--- config.mk ---
export PLATFORM = sky130hd
export DESIGN_NAME = countdown_timer_flat
export DESIGN_NICKNAME = d
export VERILOG_FILES = /design/src/rtl/countdown_timer_pkg.sv /design/src/rtl/countdown_timer_if.sv /design/src/rtl/countdown_timer_tick_edge_sync.sv /design/src/rtl/countdown_timer.sv /design/src/flat_wrapper.sv
export SDC_FILE = /design/constraint.sdc
export NUM_CORES = 1
export LEC_CHECK = 0
export CORE_AREA = 8 8 110 112
export CTS_CLUSTER_DIAMETER = 80
export DETAILED_ROUTE_END_ITERATION = 8
export DIE_AREA = 0 0 118 120
export DONT_BUFFER_PORTS = 1
export HOLD_SLACK_MARGIN = 0.15
export PLACE_DENSITY = 0.53
export SETUP_SLACK_MARGIN = 0.3
export SLEW_MARGIN = 0
export SYNTH_ARGS = -nofsm -noshare
export SYNTH_HDL_FRONTEND = slang
export SYNTH_SLANG_ARGS = --single-unit
--- constraint.sdc ---
create_clock -name cin -period 19.7 [get_ports cin]
set_clock_uncertainty 0.1 [all_clocks]
set_input_delay 1.97 -clock cin [delete_from_list [all_inputs] [get_ports cin]]
set_output_delay 1.97 -clock cin [all_outputs]
set_load 0.05 [all_outputs]
--- src/rtl/countdown_timer_pkg.sv ---
// Shared types and constants for the seconds countdown timer.
package timer_pkg;

    localparam int START_VAL_DEF = 24;
    localparam int BCD_W         = 4;

    typedef enum logic [1:0] {IDLE, RUN, PAUSED, EXPIRED} state_t;

    typedef struct packed {
        logic [BCD_W-1:0] tens;
        logic [BCD_W-1:0] ones;
    } bcd_t;

    // Fixed compare/subtract chain; nine steps cover any value up to 99.
    function automatic bcd_t to_bcd(input logic [6:0] v);
        logic [6:0] r;
        bcd_t       res;
        r        = v;
        res.tens = '0;
        for (int i = 0; i < 9; i++) begin
            if (r >= 7'd10) begin
                r        = r - 7'd10;
                res.tens = res.tens + 4'd1;
            end
        end
        res.ones = BCD_W'(r);
        return res;
    endfunction

endpackage

--- src/rtl/countdown_timer_if.sv ---
// Control pulses in, count/BCD/status out for the countdown timer.
interface countdown_timer_if #(parameter int WIDTH = 5);
    import timer_pkg::*;

    logic             start;
    logic             stop;
    logic             load;
    logic [WIDTH-1:0] load_val;
    logic [WIDTH-1:0] count;
    logic [BCD_W-1:0] tens;
    logic [BCD_W-1:0] ones;
    logic             running;
    logic             expired;
    logic             done;

    modport master (
        output start, stop, load, load_val,
        input  count, tens, ones, running, expired, done
    );

    modport slave (
        input  start, stop, load, load_val,
        output count, tens, ones, running, expired, done
    );

endinterface

--- src/rtl/countdown_timer_tick_edge_sync.sv ---
// Two-flop synchronizer plus rising-edge detector for an asynchronous level input.
module tick_edge_sync (
    input  logic cin,
    input  logic rst_n,
    input  logic async_in,
    output logic rise_pulse
);

    logic sync1, sync2, prev;

    // The pulse is registered so a rise sampled at edge N is acted on at edge N+3.
    always_ff @(posedge cin or negedge rst_n) begin
        if (!rst_n) begin
            sync1      <= 1'b0;
            sync2      <= 1'b0;
            prev       <= 1'b0;
            rise_pulse <= 1'b0;
        end else begin
            sync1      <= async_in;
            sync2      <= sync1;
            prev       <= sync2;
            rise_pulse <= sync2 & ~prev;
        end
    end

endmodule

--- src/rtl/countdown_timer.sv ---
// Seconds countdown controller: start/stop/load FSM, count/reload registers, BCD digits.
module countdown_timer
    import timer_pkg::*;
#(
    parameter int WIDTH     = 5,
    parameter int START_VAL = START_VAL_DEF
) (
    input  logic             cin,
    input  logic             rst_n,
    input  logic             tick_in,
    countdown_timer_if.slave bus
);

    localparam logic [WIDTH-1:0] START_CNT = WIDTH'(START_VAL);
    localparam bcd_t             START_BCD = to_bcd(7'(START_VAL));

    logic             sec_tick;
    state_t           state_q, state_n;
    logic [WIDTH-1:0] count_q, count_n;
    logic [WIDTH-1:0] reload_q, reload_n;
    bcd_t             bcd_q, bcd_n;
    logic             running_q, expired_q, done_q, done_n;

    tick_edge_sync u_tick (
        .cin        (cin),
        .rst_n      (rst_n),
        .async_in   (tick_in),
        .rise_pulse (sec_tick)
    );

    // Priority: load > stop > start > sec_tick. A start while already running is a no-op.
    always_comb begin
        state_n  = state_q;
        count_n  = count_q;
        reload_n = reload_q;
        done_n   = 1'b0;
        if (bus.load) begin
            reload_n = bus.load_val;
            count_n  = bus.load_val;
            state_n  = IDLE;
        end else if (bus.stop) begin
            if (state_q == RUN) state_n = PAUSED;
        end else if (bus.start && state_q != RUN) begin
            case (state_q)
                IDLE: begin
                    if (count_q == '0) begin
                        state_n = EXPIRED;
                        done_n  = 1'b1;
                    end else begin
                        state_n = RUN;
                    end
                end
                PAUSED: state_n = RUN;
                EXPIRED: begin
                    count_n = reload_q;
                    if (reload_q == '0) done_n  = 1'b1;
                    else                state_n = RUN;
                end
                default: state_n = state_q;
            endcase
        end else if (sec_tick && state_q == RUN && count_q != '0) begin
            count_n = count_q - WIDTH'(1);
            if (count_q == WIDTH'(1)) begin
                state_n = EXPIRED;
                done_n  = 1'b1;
            end
        end
        bcd_n = to_bcd(7'(count_n));
    end

    always_ff @(posedge cin or negedge rst_n) begin
        if (!rst_n) begin
            state_q   <= IDLE;
            count_q   <= START_CNT;
            reload_q  <= START_CNT;
            bcd_q     <= START_BCD;
            running_q <= 1'b0;
            expired_q <= 1'b0;
            done_q    <= 1'b0;
        end else begin
            state_q   <= state_n;
            count_q   <= count_n;
            reload_q  <= reload_n;
            bcd_q     <= bcd_n;
            running_q <= (state_n == RUN);
            expired_q <= (state_n == EXPIRED);
            done_q    <= done_n;
        end
    end

    assign bus.count   = count_q;
    assign bus.tens    = bcd_q.tens;
    assign bus.ones    = bcd_q.ones;
    assign bus.running = running_q;
    assign bus.expired = expired_q;
    assign bus.done    = done_q;

endmodule
--- src/flat_wrapper.sv ---
// flat-port wrapper written by rule: the top's interface ports become plain ports
module countdown_timer_flat import timer_pkg::*;
#(
    parameter int WIDTH     = 5,
    parameter int START_VAL = START_VAL_DEF
)
  (cin, rst_n, tick_in, bus_start, bus_stop, bus_load, bus_load_val, bus_count, bus_tens, bus_ones, bus_running, bus_expired, bus_done);
  countdown_timer_if #(.WIDTH(WIDTH)) bus_i ();
  input  logic cin;
  input  logic rst_n;
  input  logic tick_in;
  input wire logic [$bits(bus_i.start)-1:0] bus_start;
  input wire logic [$bits(bus_i.stop)-1:0] bus_stop;
  input wire logic [$bits(bus_i.load)-1:0] bus_load;
  input wire logic [$bits(bus_i.load_val)-1:0] bus_load_val;
  output wire logic [$bits(bus_i.count)-1:0] bus_count;
  output wire logic [$bits(bus_i.tens)-1:0] bus_tens;
  output wire logic [$bits(bus_i.ones)-1:0] bus_ones;
  output wire logic [$bits(bus_i.running)-1:0] bus_running;
  output wire logic [$bits(bus_i.expired)-1:0] bus_expired;
  output wire logic [$bits(bus_i.done)-1:0] bus_done;
  assign bus_i.start = bus_start;
  assign bus_i.stop = bus_stop;
  assign bus_i.load = bus_load;
  assign bus_i.load_val = bus_load_val;
  assign bus_count = bus_i.count;
  assign bus_tens = bus_i.tens;
  assign bus_ones = bus_i.ones;
  assign bus_running = bus_i.running;
  assign bus_expired = bus_i.expired;
  assign bus_done = bus_i.done;
  countdown_timer #(.WIDTH(WIDTH), .START_VAL(START_VAL)) u_core (.cin(cin), .rst_n(rst_n), .tick_in(tick_in), .bus(bus_i));
endmodule
* Word-level counts from Yosys, hierarchy flattened
Cells that the tools add are included.
Storage, ports and cells: bits in registers 27, bits in latches 0, RAM bits 0, memory bits (read-only) 0, bits of input ports 11, output and inout port bits 16, logic and storage cells 95, memories kept 0
Operators by class: add/subtract/negate cells 18, multipliers 0, div/mod/pow operators 0, magnitude comparators 9, eq/ne operators 7, shift operators 0, multiplexer cells 40, bitwise logic cells 2, reduce and logical (&&, ||, !) cells 7
Operators by type and width (number):
- $ge 7x4->1 const B | 8
- $mux 7 | 8
- $sub 7x4->7 const B | 7
- $mux 4 | 9
- $add 4x1->4 const B | 7
- $mux 5 | 5
- $mux 2 | 8
- $logic_not 5->1 | 2
- $mux 1 | 8
- $eq 2x2->1 const B | 3
- $pmux 2 s3 | 1
- $sub 5x4->6 const B | 1
- $eq 5x1->1 const B | 1
- $ge 5x4->1 const B | 1
- $reduce_bool 5->1 | 1
- $sub 5x1->5 const B | 1
- $eq 2x1->1 const B | 2
- $sub 4x4->4 const B | 1
- $logic_and 1x1->1 | 3
- $add 1x1->2 const B | 1
- $logic_not 2->1 | 1
- $ne 2x1->1 const B | 1
- $pmux 1 s2 | 1
- $and 1x1->1 | 1
- $not 1->1 | 1

* Longest topological paths before layout
word-level depth 25, mapped depth 63

* Modules after synthesis
A second synthesis with hierarchy kept.
Unflattened totals: cells, all modules 278, area, all modules 2456.1 um2
Modules (own cells, without submodules):
- countdown_timer | times used 1, cells an instance 273, area each 2342.2 um2, seq. area each 558.0 um2
- tick_edge_sync | times used 1, cells an instance 5, area each 113.9 um2, seq. area each 100.1 um2

* Worst setup path before layout
OpenSTA, ideal clock, no wires.
path type input port to flip-flop, start input port bus_stop, end register u_core.bcd_q, in the netlist u_core.bus.tens[1], arrival 10.802 ns, required time 19.518 ns, path slack 8.716 ns, stages 52, cells stage by stage clkbuf_1 -> or2_2 -> a221o_1 -> a32o_1 -> ha_1 -> nand4_1 -> mux2i_1 -> o32ai_1 -> a21o_1 -> inv_1 -> ha_1 -> o211a_1 -> nor2_1 -> inv_1 -> o21ai_0 -> inv_1 -> ha_1 -> and2_1 -> [16 not listed] -> clkbuf_1 -> nand2_1 -> nand2_1 -> ha_1 -> nand2_1 -> or2_4 -> o21ai_2 -> a21oi_1 -> inv_1 -> ha_1 -> o21ai_0 -> nor2_1 -> a21o_1 -> a21oi_1 -> ha_1 -> a221oi_2 -> nor2_1 -> mux2_4
RTL lines:
- from (decl) | line flat_wrapper.sv:13 | input wire logic [$bits(bus_i.stop)-1:0] bus_stop;
- to (signal assigned) | line countdown_timer.sv:84 | bcd_q <= bcd_n;
- to (decl) | line countdown_timer.sv:21 | bcd_t bcd_q, bcd_n;

==> results_dict.tcl <==
set metrics [dict create \
    status "complete, no violations" \
    hold_depth 0 \
    power_frac_seq 0.259 \
    cts-root-buf "clkbuf_8" \
    diodes 0 \
    wl_per_cell_um 15.5 \
    cap_viol_max_count 0 \
    fin_crit_sh 0.600 \
    crit_family "compound AO/OA/AOI/OAI gates" \
    die_area_mm2 0.0142 \
    reg2regPathDepth 56 \
    post_cts_buffers 0 \
    met1Wirelength_um 3600 \
    drt_wl_total_um 7930 \
    critical_path.slowest_cell "dfrtp_1" \
    dp_hpwl_um 6400 \
    drt-initial-drc-count 227 \
    p_int_uw 190 \
    dr_wl_met2_um 3900 \
    tns_ns 0 \
    synth_top_family_by_area "compound AO/OA/AOI/OAI gates" \
    grt_overflow_total 0 \
    hold_viol 0 \
    multi_input_area_mm2 0.00226 \
    area_delta_synth_final_pct 5.88 \
    drc_errors 0 \
    cp.arrival_ns 11.91 \
    place.gp.congestion 0.893 \
    numPortBuffers 0 \
    slew_violations 0 \
    cts.repair.resized 0 \
    cts_hold_buffers 0 \
    fmax_ghz 0.0846 \
    comb_power_share 0.657 \
    worst-path-buf-inv 7 \
    topRoutingLayerUsed "met4" \
    cts_buffers 3 \
    synth_top_cell_area_share 0.161 \
    yosys_warnings 0 \
    synth_fa_ha_area_frac 0.0967 \
    synth.most_common_cell "nand2_1" \
    yosys.area_share.simple 0.255 \
    clk_latency_ns 0.26 \
    ant_nets 0 \
    endpoint_kind "register" \
    clockPowerShare 0.084 \
    grt_pass1_vias 2788 \
    cts_buffer_depth 2 \
    drive_above_1_share 0.113 \
    grt_max_degree 27 \
    antenna_found_initial 0 \
    required_ns 19.80 \
    num-fill-cells 1115 \
    crit_fanout 13 \
    htree_levels 1 \
    rsz0062_at_grt "false" \
    max_stage_delay_ns 0.80 \
    dr_wl_met3_um 346 \
    stdcell_count 513 \
    grt_usage 0.111 \
    cpMostUsedCell "ha_1" \
    worst_slew_pin_slew_ns 1.07 \
    synth_edf_count 0 \
    cts_sinks 26 \
    criticalPathCategory "register to register" \
    setup_viol 0 \
    cts.reportedPaths.clkPinSlew_ns 0.08 \
    synth-xor-area-share 0.0463 \
    synth_commonest_cells "nand2_1 (42), nor2_1 (31), inv_1 (29), ha_1 (24), a21oi_1 (22)" \
    drt_pre_antenna_iters 4 \
    die_x_um 118 \
    viasPerCell 5.49 \
    cts_tree "yes" \
    ys_ff_latch 26 \
    netlist_top_cells_area "dfrtp_1 (16%), ha_1 (9.7%), dfstp_2 (5.1%)" \
    rows 38 \
    sw_frac_of_total 0.518 \
    netSwitchingPower_uw 205 \
    power.leakage_uw 0.00137 \
    crit_path_start_kind "register" \
    synth_compound_area_frac 0.284 \
    syn_inst 377 \
    die_y_um 120 \
    core_area_mm2 0.0105 \
    fin_nets 409 \
    hold_path_class "register to register" \
    vias 2816 \
    syn_area_per_cell_um2 8.24 \
    fin_crit_ns 11.81 \
    seq_area_um2 658 \
    dp.cells 509 \
    ir_worst_vdd_mv 0.0429 \
    worstSetupPathDepth 56 \
    grt_pass1_wl_um 13600 \
    synth.area.mux_share 0.0451 \
    synth-main-ff-cell "dfrtp_1" \
    initial_utilization 0.296 \
    io-pin-count 27 \
    syn_area_mm2 0.00311 \
    powerDensity_mw_per_mm2 120 \
    ys_seq_area_frac 0.212 \
    synth-async-reset-ratio 1.00 \
    yosys.area.top_type "dfrtp_1" \
    yosysUniqueCellTypes 85 \
    slew_headroom 0.290 \
]
## through the flow
stage	setup WS [ns]	total power (uW)	hold WS (ns)	util	instance area (um2)
4_1_cts	7.90	398	0.260	0.313	3290
6_report	7.89	395	0.259	0.313	3290
3_5_place_dp	7.73	363	0.240	0.308	3230
2_1_floorplan	8.72	310	0.231	-	3110
5_1_grt	6.74	435	0.276	0.313	3290
3_3_place_gp	7.79	359	0.232	0.308	3230
## power groups by stage
stage,sequential [uW],clock (uW),combinational [uW]
floorplan,98.8,0,211
global placement,104,0,254
detailed placement,104,0,259
CTS,103,34.9,260
global route,104,37.2,293
finish,102,33.3,259
## cells in the final DEF (no fill, tap or decap), drive strengths merged, types with 6 or more instances in the layout
| cell type | count |
|---|---|
| inv | 31 |
| dfrtp | 20 |
| nand2 | 42 |
| o211ai | 7 |
| nor3 | 6 |
| ha | 24 |
| nand3 | 11 |
| nor2 | 31 |
| a21oi | 22 |
| mux2i | 8 |
| nand2b | 8 |
| a21o | 8 |
| a31oi | 6 |
| o21ai | 17 |
| and2 | 11 |
| or3 | 6 |
| a2111oi | 6 |
| dfstp | 6 |
| xnor2 | 6 |
## area by class of cell
| type | instances | share of cell area |
|---|---|---|
| multi-input combinational | 310 | 0.688 |
| sequential | 26 | 0.200 |
| tap | 140 | 0.0533 |
| inverter | 31 | 0.0369 |
| clock buffer | 4 | 0.0167 |
| timing repair buffer | 2 | 0.00457 |
## routing by layer
| layer | vias up | global-route usage |
|---|---|---|
| met5 | - | 0 |
| met4 | 0 | 0.0192 |
| met3 | 8 | 0.0188 |
| met2 | 61 | 0.199 |
| met1 | 1353 | 0.140 |
| li1 | 1394 | - |
## flip-flops by register name, indices dropped and copies added (netlist names)
signal                    flops
u_core.bus.expired            1
u_core.bus.count              5
u_core.u_tick.prev            1
u_core.state_q                2
u_core.u_tick.rise_pulse      1
u_core.u_tick.sync1           1
u_core.bus.running            1
u_core.bus.ones               3
u_core.reload_q               5
u_core.u_tick.sync2           1
u_core.bus.tens               4
u_core.bus.done               1
## worst register-to-register path, delay by kind of cell (launching register included)
family	cells	cell delay, ns
compound gates	20	4.18
fa+ha+maj	10	2.07
buf+inv	7	1.08
flops	1	0.80
mux	3	0.76
simple gates	16	2.77
## cells by family after synthesis
group                    count (synthesis)
AO/OA/AOI/OAI                          109
XOR/XNOR                                13
adder cells (fa/ha/maj)                 24
buffers and inverters                   42
flip-flops                              26
multiplexers                            13
other                                    1
AND/OR/NAND/NOR                        149
## final timing paths
kind                                          start                  end  slack (ns)
worst max-delay path            u_core.bus.count[0]   u_core.bus.tens[1]        7.89
worst min-delay path            u_core.u_tick.sync1  u_core.u_tick.sync2        0.26
worst max register to register  u_core.bus.count[0]   u_core.bus.tens[1]        7.89
worst min register to register  u_core.u_tick.sync1  u_core.u_tick.sync2        0.26
max in group asynchronous                     rst_n   u_core.bus.ones[2]       18.03
min in group asynchronous                     rst_n      u_core.bus.done        1.29
Note: power is estimated with default switching activity, not from simulation.
